===== config.mk =====
export PLATFORM = sky130hd
export DESIGN_NAME = rst_sequencer_flat
export DESIGN_NICKNAME = d
export VERILOG_FILES = /design/src/rtl/rst_sequencer_pkg.sv /design/src/rtl/rst_sequencer_if.sv /design/src/rtl/rst_sequencer_sync_2ff.sv /design/src/rtl/rst_sequencer.sv /design/src/flat_wrapper.sv
export SDC_FILE = /design/constraint.sdc
export NUM_CORES = 1
export LEC_CHECK = 0
export BUFFER_PORTS_ARGS = -buffer_cell sky130_fd_sc_hd__buf_2
export CAP_MARGIN = 10
export CORE_ASPECT_RATIO = 1.25
export CORE_UTILIZATION = 35
export CTS_CLUSTER_DIAMETER = 80
export DETAILED_ROUTE_END_ITERATION = 10
export PLACE_DENSITY_LB_ADDON = 0.12
export SYNTH_ARGS = -nofsm -noshare
export SYNTH_HDL_FRONTEND = slang
export SYNTH_HIERARCHICAL = 1
export SYNTH_SLANG_ARGS = --single-unit

===== constraint.sdc =====
create_clock -name OSCCLK -period 2 [get_ports OSCCLK]
set_input_delay 0 -clock OSCCLK [delete_from_list [all_inputs] [get_ports OSCCLK]]
set_output_delay 0 -clock OSCCLK [all_outputs]
set_load 0.02 [all_outputs]

===== src/rtl/rst_sequencer_pkg.sv =====
// Shared types and default timing constants for the rover reset sequencer.
// The state encodings are visible on the debug port, so they are fixed here.
package rover_rst_pkg;

    typedef enum logic [2:0] {
        ST_HOLD      = 3'd0,
        ST_WAIT_LOCK = 3'd1,
        ST_RELEASE   = 3'd2,
        ST_RUN       = 3'd3,
        ST_FAULT     = 3'd4
    } rst_state_e;

    localparam int OSC_HZ           = 12_000_000;
    localparam int DEF_HOLD_CYCLES  = OSC_HZ / 1_000_000;  // 1 us of oscillator cycles
    localparam int DEF_LOCK_TIMEOUT = OSC_HZ / 10_000;     // 100 us of oscillator cycles
    localparam int DEF_NUM_DOMAINS  = 4;
    localparam int DEF_LOCK_STABLE  = 8;
    localparam int DEF_STAGE_GAP    = 4;
    localparam int DEF_SW_PULSE     = 16;

    // A counter that stops at its terminal value only needs to represent max_val.
    function automatic int cnt_width(input int max_val);
        return $clog2(max_val) + 1;
    endfunction

endpackage


===== src/rtl/rst_sequencer_if.sv =====
// Lock/software-request inputs and reset/status outputs of the sequencer.
// The sequencer takes the slave side; the board top (or a bench) takes the master side.
interface rst_sequencer_if #(
    parameter int NUM_DOMAINS = 4
);
    logic                   clkLocked;
    logic [NUM_DOMAINS-1:0] swRstReq;
    logic [NUM_DOMAINS-1:0] rstOut;
    logic                   allReleased;
    logic                   lockFault;
    logic [2:0]             seqState;

    modport master (
        output clkLocked, swRstReq,
        input  rstOut, allReleased, lockFault, seqState
    );

    modport slave (
        input  clkLocked, swRstReq,
        output rstOut, allReleased, lockFault, seqState
    );
endinterface


===== src/rtl/rst_sequencer_sync_2ff.sv =====
// Generic two-flop synchroniser for slow level signals crossing into clk.
// Both stages clear to 0 under rst so downstream logic sees "not asserted".
module sync_2ff #(
    parameter int WIDTH = 1
) (
    input  logic             clk,
    input  logic             rst,
    input  logic [WIDTH-1:0] i_d,
    output logic [WIDTH-1:0] o_q
);
    logic [WIDTH-1:0] r_meta;
    logic [WIDTH-1:0] r_sync;

    // NOTE: non-blocking assignments let both stages sample before either updates,
    // which is what makes this a two-stage shift rather than a single wire.
    always_ff @(posedge clk) begin
        if (rst) begin
            r_meta <= '0;
            r_sync <= '0;
        end else begin
            r_meta <= i_d;
            r_sync <= r_meta;
        end
    end

    assign o_q = r_sync;
endmodule


===== src/rtl/rst_sequencer.sv =====
// Power-on / run-time reset sequencer: hold, wait for stable clock lock, release
// domains in staggered order, re-sequence on lock loss, per-domain software pulses.
module rst_sequencer
    import rover_rst_pkg::*;
#(
    parameter int NUM_DOMAINS  = DEF_NUM_DOMAINS,
    parameter int HOLD_CYCLES  = DEF_HOLD_CYCLES,
    parameter int LOCK_STABLE  = DEF_LOCK_STABLE,
    parameter int LOCK_TIMEOUT = DEF_LOCK_TIMEOUT,
    parameter int STAGE_GAP    = DEF_STAGE_GAP,
    parameter int SW_PULSE     = DEF_SW_PULSE
) (
    input logic           OSCCLK,
    input logic           EXTRST,
    rst_sequencer_if.slave bus
);
    localparam int CNT_MAX = (HOLD_CYCLES > LOCK_STABLE) ? HOLD_CYCLES - 1 : LOCK_STABLE - 1;
    localparam int CNT_W   = cnt_width(CNT_MAX);
    localparam int TMO_W   = cnt_width(LOCK_TIMEOUT - 1);
    localparam int GAP_W   = cnt_width(STAGE_GAP - 1);
    localparam int STG_W   = cnt_width(NUM_DOMAINS - 1);
    localparam int PUL_W   = cnt_width(SW_PULSE);

    rst_state_e             r_state;
    logic [CNT_W-1:0]       r_cnt;
    logic [TMO_W-1:0]       r_tmo;
    logic [GAP_W-1:0]       r_gap;
    logic [STG_W-1:0]       r_stage;
    logic [PUL_W-1:0]       r_pulse [NUM_DOMAINS];
    logic [NUM_DOMAINS-1:0] r_sw_prev;
    logic [NUM_DOMAINS-1:0] r_rst_out;
    logic                   r_all_rel;
    logic                   r_lock_fault;

    rst_state_e             w_state_nx;
    logic [CNT_W-1:0]       w_cnt_nx;
    logic [TMO_W-1:0]       w_tmo_nx;
    logic [GAP_W-1:0]       w_gap_nx;
    logic [STG_W-1:0]       w_stage_nx;
    logic [PUL_W-1:0]       w_pulse_nx [NUM_DOMAINS];
    logic [NUM_DOMAINS-1:0] w_rst_out_nx;
    logic                   w_lock_fault_nx;
    logic                   w_all_rel_nx;
    logic                   w_lock_s;
    logic [NUM_DOMAINS-1:0] w_sw_rise;

    sync_2ff #(.WIDTH(1)) u_lock_sync (
        .clk (OSCCLK),
        .rst (EXTRST),
        .i_d (bus.clkLocked),
        .o_q (w_lock_s)
    );

    assign w_sw_rise = bus.swRstReq & ~r_sw_prev;

    // NOTE: every output of this block gets a default first so no path leaves
    // a value unassigned, which would otherwise infer a latch.
    always_comb begin
        w_state_nx      = r_state;
        w_cnt_nx        = r_cnt;
        w_tmo_nx        = r_tmo;
        w_gap_nx        = r_gap;
        w_stage_nx      = r_stage;
        w_pulse_nx      = r_pulse;
        w_rst_out_nx    = r_rst_out;
        w_lock_fault_nx = r_lock_fault;

        case (r_state)
            ST_HOLD: begin
                w_rst_out_nx = '1;
                if (r_cnt == CNT_W'(HOLD_CYCLES - 1)) begin
                    w_state_nx = ST_WAIT_LOCK;
                    w_cnt_nx   = '0;
                    w_tmo_nx   = '0;
                end else begin
                    w_cnt_nx = r_cnt + 1'b1;
                end
            end
            ST_WAIT_LOCK: begin
                // Stability is tested first so a lock completing on the timeout cycle still releases.
                if (w_lock_s && (r_cnt == CNT_W'(LOCK_STABLE - 1))) begin
                    w_state_nx = ST_RELEASE;
                    w_cnt_nx   = '0;
                    w_gap_nx   = '0;
                    w_stage_nx = '0;
                end else if (r_tmo == TMO_W'(LOCK_TIMEOUT - 1)) begin
                    w_state_nx      = ST_FAULT;
                    w_lock_fault_nx = 1'b1;
                end else begin
                    w_tmo_nx = r_tmo + 1'b1;
                    w_cnt_nx = w_lock_s ? r_cnt + 1'b1 : '0;
                end
            end
            ST_RELEASE: begin
                if (r_gap == '0) begin
                    for (int k = 0; k < NUM_DOMAINS; k++) begin
                        if (r_stage == STG_W'(k)) w_rst_out_nx[k] = 1'b0;
                    end
                    if (r_stage == STG_W'(NUM_DOMAINS - 1)) begin
                        w_state_nx = ST_RUN;
                    end else begin
                        w_stage_nx = r_stage + 1'b1;
                        w_gap_nx   = GAP_W'(STAGE_GAP - 1);
                    end
                end else begin
                    w_gap_nx = r_gap - 1'b1;
                end
            end
            ST_RUN: begin
                for (int i = 0; i < NUM_DOMAINS; i++) begin
                    if (w_sw_rise[i]) begin
                        w_pulse_nx[i] = PUL_W'(SW_PULSE);
                    end else if (r_pulse[i] != '0) begin
                        w_pulse_nx[i] = r_pulse[i] - 1'b1;
                    end
                    w_rst_out_nx[i] = (w_pulse_nx[i] != '0);
                end
            end
            ST_FAULT: begin
                w_rst_out_nx    = '1;
                w_lock_fault_nx = 1'b1;
            end
            default: begin
                w_state_nx   = ST_HOLD;
                w_cnt_nx     = '0;
                w_rst_out_nx = '1;
            end
        endcase

        // Lock loss outranks any software pulse and restarts the whole sequence.
        if (((r_state == ST_RELEASE) || (r_state == ST_RUN)) && !w_lock_s) begin
            w_state_nx   = ST_HOLD;
            w_cnt_nx     = '0;
            w_tmo_nx     = '0;
            w_gap_nx     = '0;
            w_stage_nx   = '0;
            w_pulse_nx   = '{default: '0};
            w_rst_out_nx = '1;
        end

        w_all_rel_nx = (w_state_nx == ST_RUN) && (w_rst_out_nx == '0);
    end

    always_ff @(posedge OSCCLK) begin
        if (EXTRST) begin
            r_state      <= ST_HOLD;
            r_cnt        <= '0;
            r_tmo        <= '0;
            r_gap        <= '0;
            r_stage      <= '0;
            r_pulse      <= '{default: '0};
            r_sw_prev    <= '0;
            r_rst_out    <= '1;
            r_all_rel    <= 1'b0;
            r_lock_fault <= 1'b0;
        end else begin
            r_state      <= w_state_nx;
            r_cnt        <= w_cnt_nx;
            r_tmo        <= w_tmo_nx;
            r_gap        <= w_gap_nx;
            r_stage      <= w_stage_nx;
            r_pulse      <= w_pulse_nx;
            r_sw_prev    <= bus.swRstReq;
            r_rst_out    <= w_rst_out_nx;
            r_all_rel    <= w_all_rel_nx;
            r_lock_fault <= w_lock_fault_nx;
        end
    end

    assign bus.rstOut      = r_rst_out;
    assign bus.allReleased = r_all_rel;
    assign bus.lockFault   = r_lock_fault;
    assign bus.seqState    = r_state;
endmodule

===== src/flat_wrapper.sv =====
// flat-port wrapper written by rule: the top's interface ports become plain ports
module rst_sequencer_flat import rover_rst_pkg::*;
#(
    parameter int NUM_DOMAINS  = DEF_NUM_DOMAINS,
    parameter int HOLD_CYCLES  = DEF_HOLD_CYCLES,
    parameter int LOCK_STABLE  = DEF_LOCK_STABLE,
    parameter int LOCK_TIMEOUT = DEF_LOCK_TIMEOUT,
    parameter int STAGE_GAP    = DEF_STAGE_GAP,
    parameter int SW_PULSE     = DEF_SW_PULSE
)
  (OSCCLK, EXTRST, bus_clkLocked, bus_swRstReq, bus_rstOut, bus_allReleased, bus_lockFault, bus_seqState);
  rst_sequencer_if #(.NUM_DOMAINS(NUM_DOMAINS)) bus_i ();
  input logic OSCCLK;
  input logic EXTRST;
  input wire logic [$bits(bus_i.clkLocked)-1:0] bus_clkLocked;
  input wire logic [$bits(bus_i.swRstReq)-1:0] bus_swRstReq;
  output wire logic [$bits(bus_i.rstOut)-1:0] bus_rstOut;
  output wire logic [$bits(bus_i.allReleased)-1:0] bus_allReleased;
  output wire logic [$bits(bus_i.lockFault)-1:0] bus_lockFault;
  output wire logic [$bits(bus_i.seqState)-1:0] bus_seqState;
  assign bus_i.clkLocked = bus_clkLocked;
  assign bus_i.swRstReq = bus_swRstReq;
  assign bus_rstOut = bus_i.rstOut;
  assign bus_allReleased = bus_i.allReleased;
  assign bus_lockFault = bus_i.lockFault;
  assign bus_seqState = bus_i.seqState;
  rst_sequencer #(.NUM_DOMAINS(NUM_DOMAINS), .HOLD_CYCLES(HOLD_CYCLES), .LOCK_STABLE(LOCK_STABLE), .LOCK_TIMEOUT(LOCK_TIMEOUT), .STAGE_GAP(STAGE_GAP), .SW_PULSE(SW_PULSE)) u_core (.OSCCLK(OSCCLK), .EXTRST(EXTRST), .bus(bus_i));
endmodule

==> results.md <==
- Final Setup Violations: 0
- HP Class: reg2reg
- Die area: 9410 um^2
- FILL cells: 888
- Fin crit period: between 1500 and 2000 ps
- Die Ht: 108 um
- Maximum fanout along the worst path: 3
- Starting Density: 36.3%
- Static Leak: 1.53 nW
- Post-layout util: 46.6%
- Routed Antenna Nets: 0
- Via count: 2967
- Via/cell ratio: 5.11
- Setup bufs post-CTS: 0
- Layout cells sized above 1: around a fifth
- CTS root buffer: clkbuf_8
- Max_cap viols: 0
- Clock Path Buffers: 2
- Row count: 38
- Sequential share of the synthesized area: 36.8%
- Total GRT Usage: 17.4%
- Sinks on Clock Net: 58
- VDD IR max: 441 uV
- DR pass1 iterations: 4
- Slew @ Worst Pin: roughly 510 ps
- Area growth syn-to-layout: 28.5%
- Total grt overflow: 0
- Dpl hpwl: 5.57 mm
- Sequential Area: approximately 1200 um^2
- CTS HTree Levels: 3
- Sum of negative setup slack: 0 ps
- CTS clk-pin slew, worst paths: ~70 ps
- Worst Path Arrival: 2160 ps
- Worst Setup Start Kind: flip-flop
- Flops & latches, synth: 58
- # diodes: 0
- Io pins: 16
- Syn avg cell area: 8.00 um^2
- Post-Synthesis Cells: between 300 and 400
- Nets: 476
- Post-Syn Nets: 415
- Largest net degree at the start of global routing: 22
- Worst skew pair latency: 350 ps
- Initial antenna violation count: 0
- Routed WL: 7.76 mm
- Max frequency: ~510 MHz
- Final hold violation count: 0
- Netlist cell types: 58
- Crit Path Category: reg2reg
- Clock Skews: 10.4 ps
- # port buffers: 15
- Mapped cell area: 3160 um^2
- Critical R2R Launch: u_core/r_tmo[11]
- DRC: 0
- Die W: 87.0 um
- Area leader, netlist: dfxtp_1
- Async set-reset flop share out of synthesis: 0%
- Average wire per standard cell: 13.4 um
- Worst Setup SP: u_core/r_tmo[11]
- Status: finished clean
- CTS Buf Count: 9
- RePlAce Congestion: 0.797
- Vias in the first global route: between 2000 and 3000
- Synth Warn #: 6
- Crit end category: flip-flop
- Commonest register cell after synthesis: dfxtp_1
- RSZ-0062 raised after global routing: yes
- Area of the core: 8700 um^2
- Power Dens Cells: 643 nW/um^2
- Worst endpoint required time: 2210 ps
- Max_slew headroom: 66.2%
- Top cell type's share of synthesized area: 36.8%
- Ranking of synthesized cells by area: dfxtp_1, nor2_1, ha_1, a21oi_1, o21ai_0
- Post-synth EDFFs: 0
- CTS tree: yes
- Area of the multi-input gates: 1910 um^2
- Crit share post-route: 97.4%
- First-pass GRT wire length: 12.6 mm
- Hold path startpoint: u_core/u_lock_sync/r_meta
- Max Slew Vio Count: 0
- Starting DRT DRC Count: 112
-- cells in the mapped netlist, drive strengths merged, types with 2 or more instances --
master and count:
a2111oi 3, a211oi 2, a21o 2, a21oi 28
a22oi 4, a31oi 3, a32oi 4, and2 2
and3 3, and4bb 2, buf 2, clkbuf 11
dfxtp 58, ha 13, inv 25, mux2i 3
nand2 28, nand2b 8, nand3 18, nand3b 4
nand4 3, nand4bb 2, nor2 62, nor2b 15
nor3 18, nor4 6, nor4b 5, o21ai 24
o31ai 3, or2 3, or3 2, xnor2 7
xor2 5
-- sequential cells by signal (all words and copies together), names as in the netlist --
signal                     count
u_core/bus.lockFault           1
u_core/bus.rstOut              4
u_core/r_gap                   3
u_core/r_tmo                  12
u_core/u_lock_sync/o_q         1
u_core/bus.allReleased         1
u_core/r_pulse                20
u_core/bus.seqState            3
u_core/r_sw_prev               4
u_core/r_stage                 3
u_core/u_lock_sync/r_meta      1
u_core/r_cnt                   5
-- report_power, final --
group	total [W]	internal [W]	switching, W
clock	0.00134	0.000827	0.000509
sequential	0.00117	0.00117	0.00000897
combinational	0.0000970	0.0000458	0.0000512
-- cell usage in the layout, fill, tap and decap left out, types with 4 or more instances in the layout --
master          n
nor2_1         62
o21ai_0        20
buf_4          34
nand3b_1        4
clkbuf_8        9
a21oi_1        27
nor2b_1        15
a32oi_1         4
nand3_1        18
nand2b_1        8
a22oi_1         4
ha_1           11
inv_1          25
nand2_1        28
dlygate4sd3_1  11
xor2_1          5
xnor2_1         7
nor3_1         17
nor4_1          6
buf_2          15
dfxtp_1        57
-- metal layers --
metal | part of all wire (%) | wire length, um | global-route usage [%] | up-vias
li1 | - | - | - | 1512
met1 | 44 | 3380 | 18.8 | 1404
met2 | 51 | 3970 | 31.7 | 37
met3 | 2.8 | 217 | 2.90 | 14
met4 | 2.5 | 191 | 9.64 | 0
met5 | 0 | 0 | 0 | -
-- critical path, cell delays in order (launching register included) --
cell	delay [ps]
dfxtp_1	330
or4b_4	540
or4_4	520
and2_2	220
a21oi_1	150
a211oi_1	60
-- path summary, 6_finish.rpt --
path                       endpoint  slack, ps  depth (start not counted)
min reg2reg  u_core/u_lock_sync/o_q        450                          1
max reg2reg         u_core/r_cnt[2]         50                          5
min          u_core/u_lock_sync/o_q        450                          1
max                 u_core/r_cnt[2]         50                          5
-- cell type report --
| type | count | area share, % |
|---|---|---|
| well taps | 120 | 3.70 |
| flip-flops and latches | 58 | 28.6 |
| multi-input cells | 299 | 47.1 |
| inverters | 25 | 2.31 |
| clock inverters | 7 | 2.90 |
| repair buffers | 63 | 12.3 |
| clock buffers | 9 | 3.05 |
-- logic make-up (layout without fill, tap and decap cells) --
logic type / count (synthesis) / in the layout / share of synthesized area [%]
adders and majority gates: 13 / 13 / 5.15
buffers and inverters: 38 / 104 / 5.74
xor gates and xnor gates: 12 / 12 / 3.33
DFF: 58 / 58 / 36.8
AOI/OAI and AO/OA: 81 / 81 / 15.6
muxes: 4 / 4 / 1.43
and+or+nand+nor: 189 / 189 / 32.0
-- what timing repair did --
item                                    in CTS  in global routing
pin swaps                                    0                  7
hold endpoints to repair                     7                  0
endpoints found under the setup margin       7                 10
hold buffers                                11                  0
resized for setup                            5                 13
gates cloned                                 0                  0
-- stage by stage --
stage                     setup slack (ps)  cell area (um^2)  std cells  hold slack, ps  total power [W]
after floorplan                       56.7              3160        395            71.6          0.00124
after global placement               -37.5              3610        554             215          0.00128
after detailed placement             -73.8              3610        554             222          0.00128
after CTS                             2.55              3980        581             458          0.00265
after global routing                 -51.0              4060        581             473          0.00270
final                                 51.6              4060        581             454          0.00261
Note: power is estimated with default switching activity, not from simulation.
